$ cat src/rtl/mips_cpu_pkg.sv
// Shared definitions for the multi-cycle MIPS core: PC-redirect encoding used by
// the decoder and fetch unit, fetch FSM states, and the default reset vector.
package mips_cpu_pkg;

  typedef enum logic [1:0] {
    PC_SEQ    = 2'd0,
    PC_BRANCH = 2'd1,
    PC_JUMP   = 2'd2,
    PC_JREG   = 2'd3
  } ctrl_pc_e;

  typedef enum logic [1:0] {
    ST_FETCH = 2'd0,
    ST_HOLD  = 2'd1,
    ST_HALT  = 2'd2
  } fetch_state_e;

  localparam logic [31:0] RESET_VECTOR_DEFAULT = 32'hBFC00000;

endpackage

$ cat src/rtl/mips_cpu_fetch_if.sv
// Avalon-style instruction memory bus between the fetch unit (master) and the
// instruction memory (slave).
interface mips_cpu_fetch_if;
  logic [31:0] avm_address;
  logic        avm_read;
  logic        avm_waitrequest;
  logic [31:0] avm_readdata;

  modport master (
    output avm_address, avm_read,
    input  avm_waitrequest, avm_readdata
  );

  modport slave (
    input  avm_address, avm_read,
    output avm_waitrequest, avm_readdata
  );
endinterface

$ cat src/rtl/mips_cpu_fetch_target.sv
// Combinational branch/jump target for the instruction currently held in fetch:
// PC-relative branch, J-type region jump, or register jump.
module mips_cpu_fetch_target
  import mips_cpu_pkg::*;
(
  input  logic [31:0] pc,
  input  logic [31:0] instr,
  input  ctrl_pc_e    ctrl_pc,
  input  logic [31:0] reg_target,
  output logic [31:0] target
);

  logic        [31:0] seq_pc;
  logic signed [31:0] branch_offset;
  logic               unused_opcode;

  assign seq_pc        = pc + 32'd4;
  assign branch_offset = {{14{instr[15]}}, instr[15:0], 2'b00};
  assign unused_opcode = ^instr[31:26];

  always_comb begin
    target = seq_pc;
    unique case (ctrl_pc)
      PC_SEQ:    target = seq_pc;
      PC_BRANCH: target = seq_pc + $unsigned(branch_offset);
      PC_JUMP:   target = {seq_pc[31:28], instr[25:0], 2'b00};
      PC_JREG:   target = reg_target;
    endcase
  end

endmodule

$ cat src/rtl/mips_cpu_fetch.sv
// Instruction fetch unit: PC owner, Avalon read master, one-slot branch delay and
// halt-on-jump-to-zero. Optional misaligned-target trap: MIPS_FETCH_ALIGN_CHECK_EN.
module mips_cpu_fetch
  import mips_cpu_pkg::*;
#(
  parameter logic [31:0] RESET_VECTOR = RESET_VECTOR_DEFAULT
)(
  input  logic               clk,
  input  logic               reset,
  mips_cpu_fetch_if.master   avm,
  output logic [31:0]        Instr,
  output logic               instr_valid,
  input  logic               instr_ready,
  input  ctrl_pc_e           CtrlPC,
  input  logic [31:0]        reg_target,
  output logic [31:0]        pc_out,
  output logic               active,
  output logic               fetch_fault
);

  fetch_state_e state, state_n;
  logic [31:0]  pc, pc_n;
  logic [31:0]  instr_n;
  logic         pending, pending_n;
  logic [31:0]  target_q, target_n;
  logic [31:0]  branch_target;
  logic [31:0]  seq_pc;
  logic [31:0]  next_raw;
  logic [31:0]  next_pc;
  logic         misaligned;
  logic         retire;

  mips_cpu_fetch_target u_target (
    .pc         (pc),
    .instr      (Instr),
    .ctrl_pc    (CtrlPC),
    .reg_target (reg_target),
    .target     (branch_target)
  );

  assign seq_pc   = pc + 32'd4;
  // A redirect only takes effect after the delay slot has retired.
  assign next_raw = pending ? target_q : seq_pc;
  assign retire   = (state == ST_HOLD) && instr_ready;

`ifdef MIPS_FETCH_ALIGN_CHECK_EN
  logic fault;

  assign misaligned  = |next_raw[1:0];
  assign next_pc     = next_raw;
  assign fetch_fault = fault;

  always_ff @(posedge clk or posedge reset) begin
    if (reset)
      fault <= 1'b0;
    else if (retire && misaligned)
      fault <= 1'b1;
  end
`else
  logic unused_low_bits;

  assign misaligned      = 1'b0;
  assign next_pc         = {next_raw[31:2], 2'b00};
  assign fetch_fault     = 1'b0;
  assign unused_low_bits = ^next_raw[1:0];
`endif

  always_comb begin
    state_n   = state;
    pc_n      = pc;
    instr_n   = Instr;
    pending_n = pending;
    target_n  = target_q;
    unique case (state)
      ST_FETCH: begin
        if (!avm.avm_waitrequest) begin
          instr_n = avm.avm_readdata;
          state_n = ST_HOLD;
        end
      end
      ST_HOLD: begin
        if (instr_ready) begin
          // A redirect issued from the delay slot itself is dropped.
          if (pending) begin
            pending_n = 1'b0;
          end else if (CtrlPC != PC_SEQ) begin
            pending_n = 1'b1;
            target_n  = branch_target;
          end
          if (misaligned || (next_pc == 32'd0)) begin
            state_n = ST_HALT;
          end else begin
            pc_n    = next_pc;
            state_n = ST_FETCH;
          end
        end
      end
      default: state_n = ST_HALT;
    endcase
  end

  always_ff @(posedge clk or posedge reset) begin
    if (reset) begin
      state    <= ST_FETCH;
      pc       <= RESET_VECTOR;
      Instr    <= 32'd0;
      pending  <= 1'b0;
      target_q <= 32'd0;
    end else begin
      state    <= state_n;
      pc       <= pc_n;
      Instr    <= instr_n;
      pending  <= pending_n;
      target_q <= target_n;
    end
  end

  assign avm.avm_read    = (state == ST_FETCH);
  assign avm.avm_address = pc;
  assign instr_valid     = (state == ST_HOLD);
  assign active          = (state != ST_HALT);
  assign pc_out          = pc;

endmodule

$ cat src/flat_wrapper.sv
// flat-port wrapper written by rule: the top's interface ports become plain ports
module mips_cpu_fetch_flat import mips_cpu_pkg::*;
#(
  parameter logic [31:0] RESET_VECTOR = RESET_VECTOR_DEFAULT
)
  (clk, reset, Instr, instr_valid, instr_ready, CtrlPC, reg_target, pc_out, active, fetch_fault, avm_avm_address, avm_avm_read, avm_avm_waitrequest, avm_avm_readdata);
  mips_cpu_fetch_if avm_i ();
  input  logic clk;
  input  logic reset;
  output logic [31:0] Instr;
  output logic instr_valid;
  input  logic instr_ready;
  input  ctrl_pc_e CtrlPC;
  input  logic [31:0] reg_target;
  output logic [31:0] pc_out;
  output logic active;
  output logic fetch_fault;
  output wire logic [$bits(avm_i.avm_address)-1:0] avm_avm_address;
  output wire logic [$bits(avm_i.avm_read)-1:0] avm_avm_read;
  input wire logic [$bits(avm_i.avm_waitrequest)-1:0] avm_avm_waitrequest;
  input wire logic [$bits(avm_i.avm_readdata)-1:0] avm_avm_readdata;
  assign avm_avm_address = avm_i.avm_address;
  assign avm_avm_read = avm_i.avm_read;
  assign avm_i.avm_waitrequest = avm_avm_waitrequest;
  assign avm_i.avm_readdata = avm_avm_readdata;
  mips_cpu_fetch #(.RESET_VECTOR(RESET_VECTOR)) u_core (.clk(clk), .reset(reset), .avm(avm_i), .Instr(Instr), .instr_valid(instr_valid), .instr_ready(instr_ready), .CtrlPC(CtrlPC), .reg_target(reg_target), .pc_out(pc_out), .active(active), .fetch_fault(fetch_fault));
endmodule
$ cat config.mk
export PLATFORM = sky130hd
export DESIGN_NAME = mips_cpu_fetch_flat
export DESIGN_NICKNAME = d
export VERILOG_FILES = /design/src/rtl/mips_cpu_pkg.sv /design/src/rtl/mips_cpu_fetch_if.sv /design/src/rtl/mips_cpu_fetch_target.sv /design/src/rtl/mips_cpu_fetch.sv /design/src/flat_wrapper.sv
export SDC_FILE = /design/constraint.sdc
export NUM_CORES = 1
export LEC_CHECK = 0
export BUFFER_PORTS_ARGS = -buffer_cell sky130_fd_sc_hd__buf_2
export CORE_MARGIN = 2
export CORE_UTILIZATION = 55
export CTS_CLUSTER_SIZE = 40
export DETAILED_ROUTE_END_ITERATION = 7
export GPL_ROUTABILITY_DRIVEN = 1
export PLACE_DENSITY = 0.79
export SLEW_MARGIN = 20
export SYNTH_ARGS = -nofsm -noshare
export SYNTH_HDL_FRONTEND = slang
export SYNTH_SLANG_ARGS = --single-unit
$ cat constraint.sdc
create_clock -name clk -period 4.65 [get_ports clk]
set_clock_uncertainty 0.1 [all_clocks]
set_input_delay 0.2325 -clock clk [delete_from_list [all_inputs] [get_ports clk]]
set_output_delay 0.2325 -clock clk [all_outputs]
set_load 0.05 [all_outputs]
==> results, run 1 <==
- For this run, the leading register cell type out of synthesis is dfrtp_1.
- The number of DRC violations after detailed routing is 0.
- The die is 119 um wide.
- The total number of vias is 6,691.
- The category of the most critical setup path is reg2reg.
- In this run the count of I/O pins placed on the die edge is 170.
- The number of levels in the clock H-tree is 3.
- The instance count of the mapped netlist is 822.
- The area inside the core boundary is 13,100 sq um.
- The library cell used most frequently in the layout, excluding fill and tap cells, is buf_2.
- At the pin with the least slew margin, the transition time is just over 800 ps.
- The via count of the first global-routing pass is 5,984.
- The synthesized design contains 0 enable-type register cells.
- CTS saw 95 sinks.
- The capturing element type of the critical path is a register.
- The met1 usage is 0.428.
- A synthesized cell averages 8.91 sq um.
- In this run the worst path has a maximum fanout of 10.
- The area growth from synthesis to layout is 14.4%.
- The first global-routing pass estimated 31,700 um of wire.
- The switching power summed over all nets is 3.64 mW.
- Dividing the final minimum period by the clock period gives 0.958.
- The post-synthesis cell area is 7320 sq um.
- The path class of the tightest hold or removal check is in2reg.
- The post-place instance area is 8030 sq um.
- For this run the aggregate overflow at the end of global routing stands at 0.
- Setup repair after global routing left no endpoint under its margin.
- The repair_antennas step left the layout with diodes totalling 0.
- The DRC violation total after the first TritonRoute iteration is between 400 and 500.
- The total iterations of the first detailed-routing run is 5.
- The library cells used most frequently in the layout, excluding fill and tap cells, are buf_2, nand2_1, dfrtp_1.
- The post-layout net count is 1,046.
- The share of total power dissipated in combinational logic is 0.653.
- The weighted congestion at the end of routability-driven global placement is ~0.97.
- Of the total power, the share spent switching nets is 0.545.
- After synthesis, the share of flip-flops with an asynchronous set or reset is 1.00.
- The number of distinct library cell variants in the gate-level netlist after synthesis is 74.
- After detailed routing, the average wire length per cell comes to 17.7 um.
- Once layout is done, the placed cells without fillers occupy ~8400 sq um.
- The count of buffers from port buffering is 162.
- From bottom edge to top edge, the die measures 119 um.
- Timing would allow up to 0.224 GHz.
- Of the synthesized area, sequential elements account for 0.326.
- The finished layout holds approximately 1,100 standard cells, fillers aside.
- The average vias per placed instance is 5.97.
- Internal power comes to 3.04 mW.
- After clock tree synthesis, the clock-pin slew on the worst setup and hold paths is approximately 70 ps.
- Headroom to the max-slew limit came out at 0.463.
- The initial utilization of the core area, before any placement, comes to 0.558.
- The number of antenna violations at the first check in global routing is 0.
- Entering global routing, the biggest net connects 61 pins.
- Once placement completed, the tool counted placed cells totaling 1,098.
- The worst path needs 4460 ps of the cycle, external delays included.
- The largest vdd supply drop is 344 uV.
- Detailed placement finished with a half-perimeter wire length of 14,800 um.
- The clock latency of the later-clocked register in the worst-skew pair is 360 ps.
- Data arrives at the worst endpoint at 4610 ps.
- Setup total negative slack on the finished layout was measured at 0 ps.
- The count of final hold-check violations came to 0.
- The die covers 14,300 sq um.
- The number of CTS-inserted buffers is 9.
- Of the cells placed in the final design, the portion with a size suffix greater than 1 is 0.290.
- The total routing usage reported by global routing is 0.284.
- The total leakage power is roughly 3.9 nW.
- For this run, global-route usage on met3 was measured as 0.0465.
- The power per cell area is roughly 800 nW/um^2.
- The number of max-slew violations in the final report is 0.
- The most crowded layer after global routing is met1.
- The flop and latch count out of synthesis is 95.
- The tree is rooted in a clkbuf_16.
- The clock passes through at most 2 buffers.
- The clock tree from TritonCTS is yes.
- Summed over all layers, the routed wires come to between 15,000 and 20,000 um.
- The Yosys step of the flow raised 0 warnings.
- The flow ran to the end, and the final reports show no timing, DRC or antenna violations.
- The clock share of power is 0.106.
- Across the run, the number of max-cap violations was 0.
- The count of nets left with antenna violations after detail routing is 0.
- Counting the fill cells in the layout gives 1,133.
- Setup violations remaining at the end of the flow were counted as 0.
- The critical path launch point type is a register.
- The worst endpoint required time is 4810 ps.
- The number of placement rows is 42.
- For met2 alone, demand over resource in global routing was 0.415.
- The register share of total power is 0.240.
cell families after synthesis:
| logic type | share of synthesized area |
|---|---|
| adder cells (fa/ha/maj) | 0.0625 |
| buffers and inverters | 0.0777 |
| multiplexers | 0.110 |
| other | 0.000512 |
| AND/OR/NAND/NOR | 0.168 |
| XOR/XNOR | 0.0574 |
| AO/OA/AOI/OAI | 0.198 |
| flip-flops | 0.326 |
Yosys cell counts, types with 23 or more instances:
| library cell | number | area share |
|---|---|---|
| o211ai_1 | 23 | 0.024 |
| o21ai_0 | 60 | 0.041 |
| ha_1 | 35 | 0.060 |
| nor2_1 | 47 | 0.024 |
| mux2_2 | 46 | 0.071 |
| dfrtp_1 | 86 | 0.29 |
| buf_4 | 36 | 0.037 |
| nand2_1 | 87 | 0.045 |
| xnor2_1 | 28 | 0.033 |
| a21oi_1 | 37 | 0.025 |
| clkbuf_1 | 35 | 0.018 |
| inv_1 | 23 | 0.012 |
state kept, by name (all words and copies together), names as in the netlist:
name and flops:
u_core.avm.avm_address 30, u_core.state 2, u_core.pending 1, u_core.Instr 32, u_core.target_q 30
metal layers:
metal / wire length (um) / vias up
met5: 0 / -
met4: 393 / 0
met3: 1610 / 26
met2: 8560 / 289
met1: 9310 / 3163
li1: - / 3213
path summary, 6_finish.rpt:
check,end,slack (ps),from,cells past startpoint
max in group asynchronous,u_core.avm.avm_address[27]$_DFFE_PP1P_,3020,reset,4
worst min register to register,u_core.target_q[8]$_DFFE_PP0P_,390,u_core.target_q[8]$_DFFE_PP0P_,2
worst max-delay path,u_core.target_q[27]$_DFFE_PP0P_,190,u_core.avm.avm_address[4]$_DFFE_PP0P_,13
min in group asynchronous,u_core.Instr[30]$_DFFE_PP0P_,450,reset,3
worst max register to register,u_core.target_q[27]$_DFFE_PP0P_,190,u_core.avm.avm_address[4]$_DFFE_PP0P_,13
worst min-delay path,u_core.Instr[6]$_DFFE_PP0P_,2,avm_avm_readdata[6],2
power groups by stage:
stage	clock network, mW	registers, mW	logic, mW
6_report	0.709	1.61	4.37
5_1_grt	0.754	1.66	4.72
2_1_floorplan	0	2.14	2.95
3_5_place_dp	0	1.60	4.28
4_1_cts	0.712	1.59	4.31
3_3_place_gp	0	1.59	4.24
layout make-up:
class                      count  area (sq um)  area share
clock buffer                  11           243      0.0290
clock inverter                 4          30.0     0.00358
inverter                      24          92.6      0.0110
multi-input combinational    624          4400       0.525
sequential                    95          2390       0.285
tap                          176           220      0.0263
timing repair buffer         186          1010       0.120
per-stage QoR:
step            util  total power, mW  hold WS (ps)  worst slack [ps]
2_1_floorplan      -             5.09           249              98.1
3_3_place_gp   0.611             5.83           309               304
3_5_place_dp   0.611             5.88           308               240
4_1_cts        0.636             6.61         0.459               212
5_1_grt        0.638             7.13          6.02              21.5
6_report       0.638             6.68          1.98               195
timing repair:
| item | CTS | global route |
|---|---|---|
| hold buffers | 5 | 2 |
| endpoints found under the setup margin | 0 | 2 |
| gates resized for setup | 0 | 3 |
| setup buffers | 0 | 0 |
| hold endpoints to repair | 59 | 2 |
worst max-delay path, stage by stage, from the launching register on:
cell and delay [ps]:
dfrtp_1 550, nand4_4 210, or4_4 590, or4_1 440
nand2_1 130, ha_1 320, a21o_1 180, a21o_1 160
a221o_1 380, or2_2 310, a21oi_1 150, mux2_2 340
o311a_1 290, o31ai_1 190
Note: power is estimated with default switching activity, not from simulation.
==> run 2: changes to the inputs <==
--- a/config.mk
+++ b/config.mk
@@ -12,6 +12,7 @@
 export DETAILED_ROUTE_END_ITERATION = 7
 export GPL_ROUTABILITY_DRIVEN = 1
 export PLACE_DENSITY = 0.79
+export REMOVE_ABC_BUFFERS = 1
 export SLEW_MARGIN = 20
 export SYNTH_ARGS = -nofsm -noshare
 export SYNTH_HDL_FRONTEND = slang
==> results, run 2 (synthesis gave the netlist of run 1 again) <==
- The worst path buffer plus inverter count is 0 (unchanged).
- The number of flip-flops in the largest register is 32 (unchanged).
- The area inside the core boundary was 13,100 sq um (unchanged).
- The routed wire length is 20,200 um (+1.9%).
- The switching power summed over all nets is 3.67 mW (+0.71%).
- The root buffer cell chosen for the clock tree is clkbuf_16.
- The total iterations of the first detailed-routing run came to 6 (+1).
- The multi-input gate area in the final layout is 4390 sq um (-0.20%).
- The wire length per cell is 18.1 um (+1.8%).
- The net switching fraction of the power is 0.542 (-0.00311).
- The cell repeated most along the worst path is a21o_1.
- The total I/O pin count is 170 (unchanged).
- The slowest stage of the critical path is the or4_4 cell.
- The DRC violation total after the first TritonRoute iteration is 568 (+20%).
- The area enclosed by the die boundary is 14,300 sq um (unchanged).
- The weighted congestion at the end of routability-driven global placement is 1.00 (+2.9%).
- The antenna diode instance count is 0 (unchanged).
- The number of CTS-inserted buffers came to 9 (unchanged).
- The floorplan die height came to 119 um (unchanged).
- The largest vdd supply drop is 295 uV (-14%).
- The worst endpoint required time is 4810 ps (about the same).
- The final global-route overflow total is 0 (unchanged).
- The largest incremental delay on the critical path is 590 ps (about the same).
- The clock share of power is 0.114 (+0.008).
- The critical path's top delay family is simple AND/OR/NAND/NOR gates.
- The maximum net fanout on the critical path was 10 (unchanged).
- The average vias per placed instance was 6.04 (+1.1%).
- The post-layout net count is 1,047 (+0.096%).
- The signal on the critical path passes through nand4_4, or4_4, or4_1, nand2_1, ha_1, a21o_1, a21o_1, a221o_1, or2_2, a21oi_1, mux2_2, o311a_1, o31ai_1.
- The wire length of the first global-routing pass was 32,800 um (+3.2%).
- The count of final hold-check violations is 1 (+1).
- The number of antenna violations at the first check in global routing was 0 (unchanged).
- The cell-internal power is 3.10 mW (+2.0%).
- The worst slew margin relative to its limit is 0.324 (-0.139).
- The sequential cell area in the final layout is 2390 sq um (unchanged).
- Setup repair after global routing left no endpoint under its margin.
- The horizontal die dimension came to 119 um (unchanged).
- In the layout the commonest cells are buf_2, nand2_1, dfrtp_1.
- The number of placement rows is 42 (unchanged).
- The run finished, with violations left.
- The type of the most critical hold path is in2reg.
- The clock tree from TritonCTS is yes.
- The largest net degree at the start of global routing is 59 (-3.3%).
- The register with the most flip-flops in the final layout is u_core.Instr.
- STA classifies the critical path endpoint as a register.
- The actual transition at the worst max-transition pin is 1010 ps (+208 ps).
- The data arrival time at the worst-slack endpoint is 4550 ps (-60 ps).
- The number of sinks on the clock net is 95 (unchanged).
- The setup path with the least slack is of type reg2reg.
- The total routing usage reported by global routing is 0.291 (+0.00689).
- The checks that failed: hold timing.
- The final cell area excluding filler cells was 8410 sq um (+0.36%).
- The setup violation total in the final timing report was 0 (unchanged).
- The share of layout cells above drive strength 1 is 0.287 (-0.00348).
- The clock-pin transition on the worst setup and hold timing paths was 70 ps (about the same).
- The count of buffers from port buffering came to 162 (unchanged).
- The clock period minus final worst setup slack was 4390 ps (-65.1 ps).
- The starting utilization of the core area is 0.558 (unchanged).
- The final-layout fill cell count came to 1,165 (+2.8%).
- STA classifies the critical path startpoint as a register.
- The post-place instance area is 8020 sq um (about the same).
- The maximum number of buffers from clock root to sink was 2 (unchanged).
- The total number of vias was 6,771 (+1.2%).
- The number of DRC violations after detailed routing is 0 (unchanged).
- The relative contribution of combinational cells to total power is 0.646 (-0.007).
- The total leakage power came to 3.87 nW (+0.22%).
- The clock latency of the later-clocked register in the worst-skew pair came to 360 ps (about the same).
- The number of levels in the clock H-tree is 3 (unchanged).
- The final hold slack came to -1.51 ps (-3.49 ps).
- The register share of total power was 0.240 (about the same).
- The fmax is 0.228 GHz (+1.5%).
- The number of max-slew violations in the final report is 0 (unchanged).
- The power per cell area came to 805 nW/um^2 (+0.93%).
- The final critical-path share of the clock period is 0.944 (-0.0140).
- The most common library cell in the layout ignoring fill and taps is buf_2.
- The via count of the first global-routing pass is 6,409 (+7.1%).
- The count of maximum capacitance violations came to 0 (unchanged).
- The count of nets left with antenna violations after detail routing came to 0 (unchanged).
- The detailed placer's ending HPWL came to 14,700 um (-0.13%).
- The relative area change from synthesis to final layout is 14.8%.
==> run 2: power groups by stage <==
stage               Clock [mW]  Combinational, mW  Sequential [mW]
global route             0.814               4.71             1.68
CTS                      0.778               4.32             1.61
floorplan                    0               2.18             2.66
detailed placement           0               4.29             1.63
finish                   0.774               4.37             1.62
global placement             0               4.22             1.61
==> run 2: stage by stage <==
| step | TNS [ps] | power (mW) | util | setup slack (ps) | cells |
|---|---|---|---|---|---|
| after floorplan | -183 | 4.84 | - | -183 | 743 |
| after global placement | 0 | 5.84 | 0.610 | 352 | 1097 |
| after detailed placement | 0 | 5.92 | 0.610 | 204 | 1097 |
| after CTS | 0 | 6.72 | 0.640 | 171 | 1121 |
| after global routing | 0 | 7.20 | 0.640 | 16.6 | 1121 |
| final | 0 | 6.77 | 0.640 | 260 | 1121 |
==> run 2: final cells by class <==
class	instances	area share
multi-input combinational	624	0.522
clock buffer	12	0.0305
inverter	24	0.0110
clock inverter	3	0.00506
tap	176	0.0262
sequential	95	0.284
timing repair buffer	187	0.121
==> run 2: layer usage <==
| metal | track usage | routed length [um] | share of wire |
|---|---|---|---|
| met1 | 0.411 | 8980 | 0.44 |
| met2 | 0.454 | 9220 | 0.46 |
| met3 | 0.0536 | 1520 | 0.075 |
| met4 | 0.0941 | 524 | 0.026 |
| met5 | 0 | 0 | 0 |
==> run 2: final timing paths <==
check	startpoint	endpoint	slack (ps)	depth (start not counted)
max in group asynchronous	reset	u_core.avm.avm_address[28]$_DFFE_PP1P_	2990	4
max	u_core.avm.avm_address[4]$_DFFE_PP0P_	u_core.target_q[27]$_DFFE_PP0P_	260	13
min reg2reg	u_core.target_q[8]$_DFFE_PP0P_	u_core.target_q[8]$_DFFE_PP0P_	380	2
min	avm_avm_readdata[13]	u_core.Instr[13]$_DFFE_PP0P_	-2	2
max reg2reg	u_core.avm.avm_address[4]$_DFFE_PP0P_	u_core.target_q[27]$_DFFE_PP0P_	260	13
min in group asynchronous	reset	u_core.Instr[18]$_DFFE_PP0P_	450	3
==> run 2: what timing repair did <==
item | in CTS | in global routing
gates resized for setup | 0 | 2
endpoints found under the hold margin | 65 | 0
endpoints found under the setup margin | 0 | 2
setup buffers | 0 | 0
hold buffers | 9 | 0
==> run 2: worst register-to-register path: cells and delay by family (launching register included) <==
family | cells | cell delay (ps)
flip-flops | 1 | 520
multiplexers | 1 | 350
adder cells (fa/ha/maj) | 1 | 310
AO/OA/AOI/OAI | 6 | 1360
AND/OR/NAND/NOR | 5 | 1670
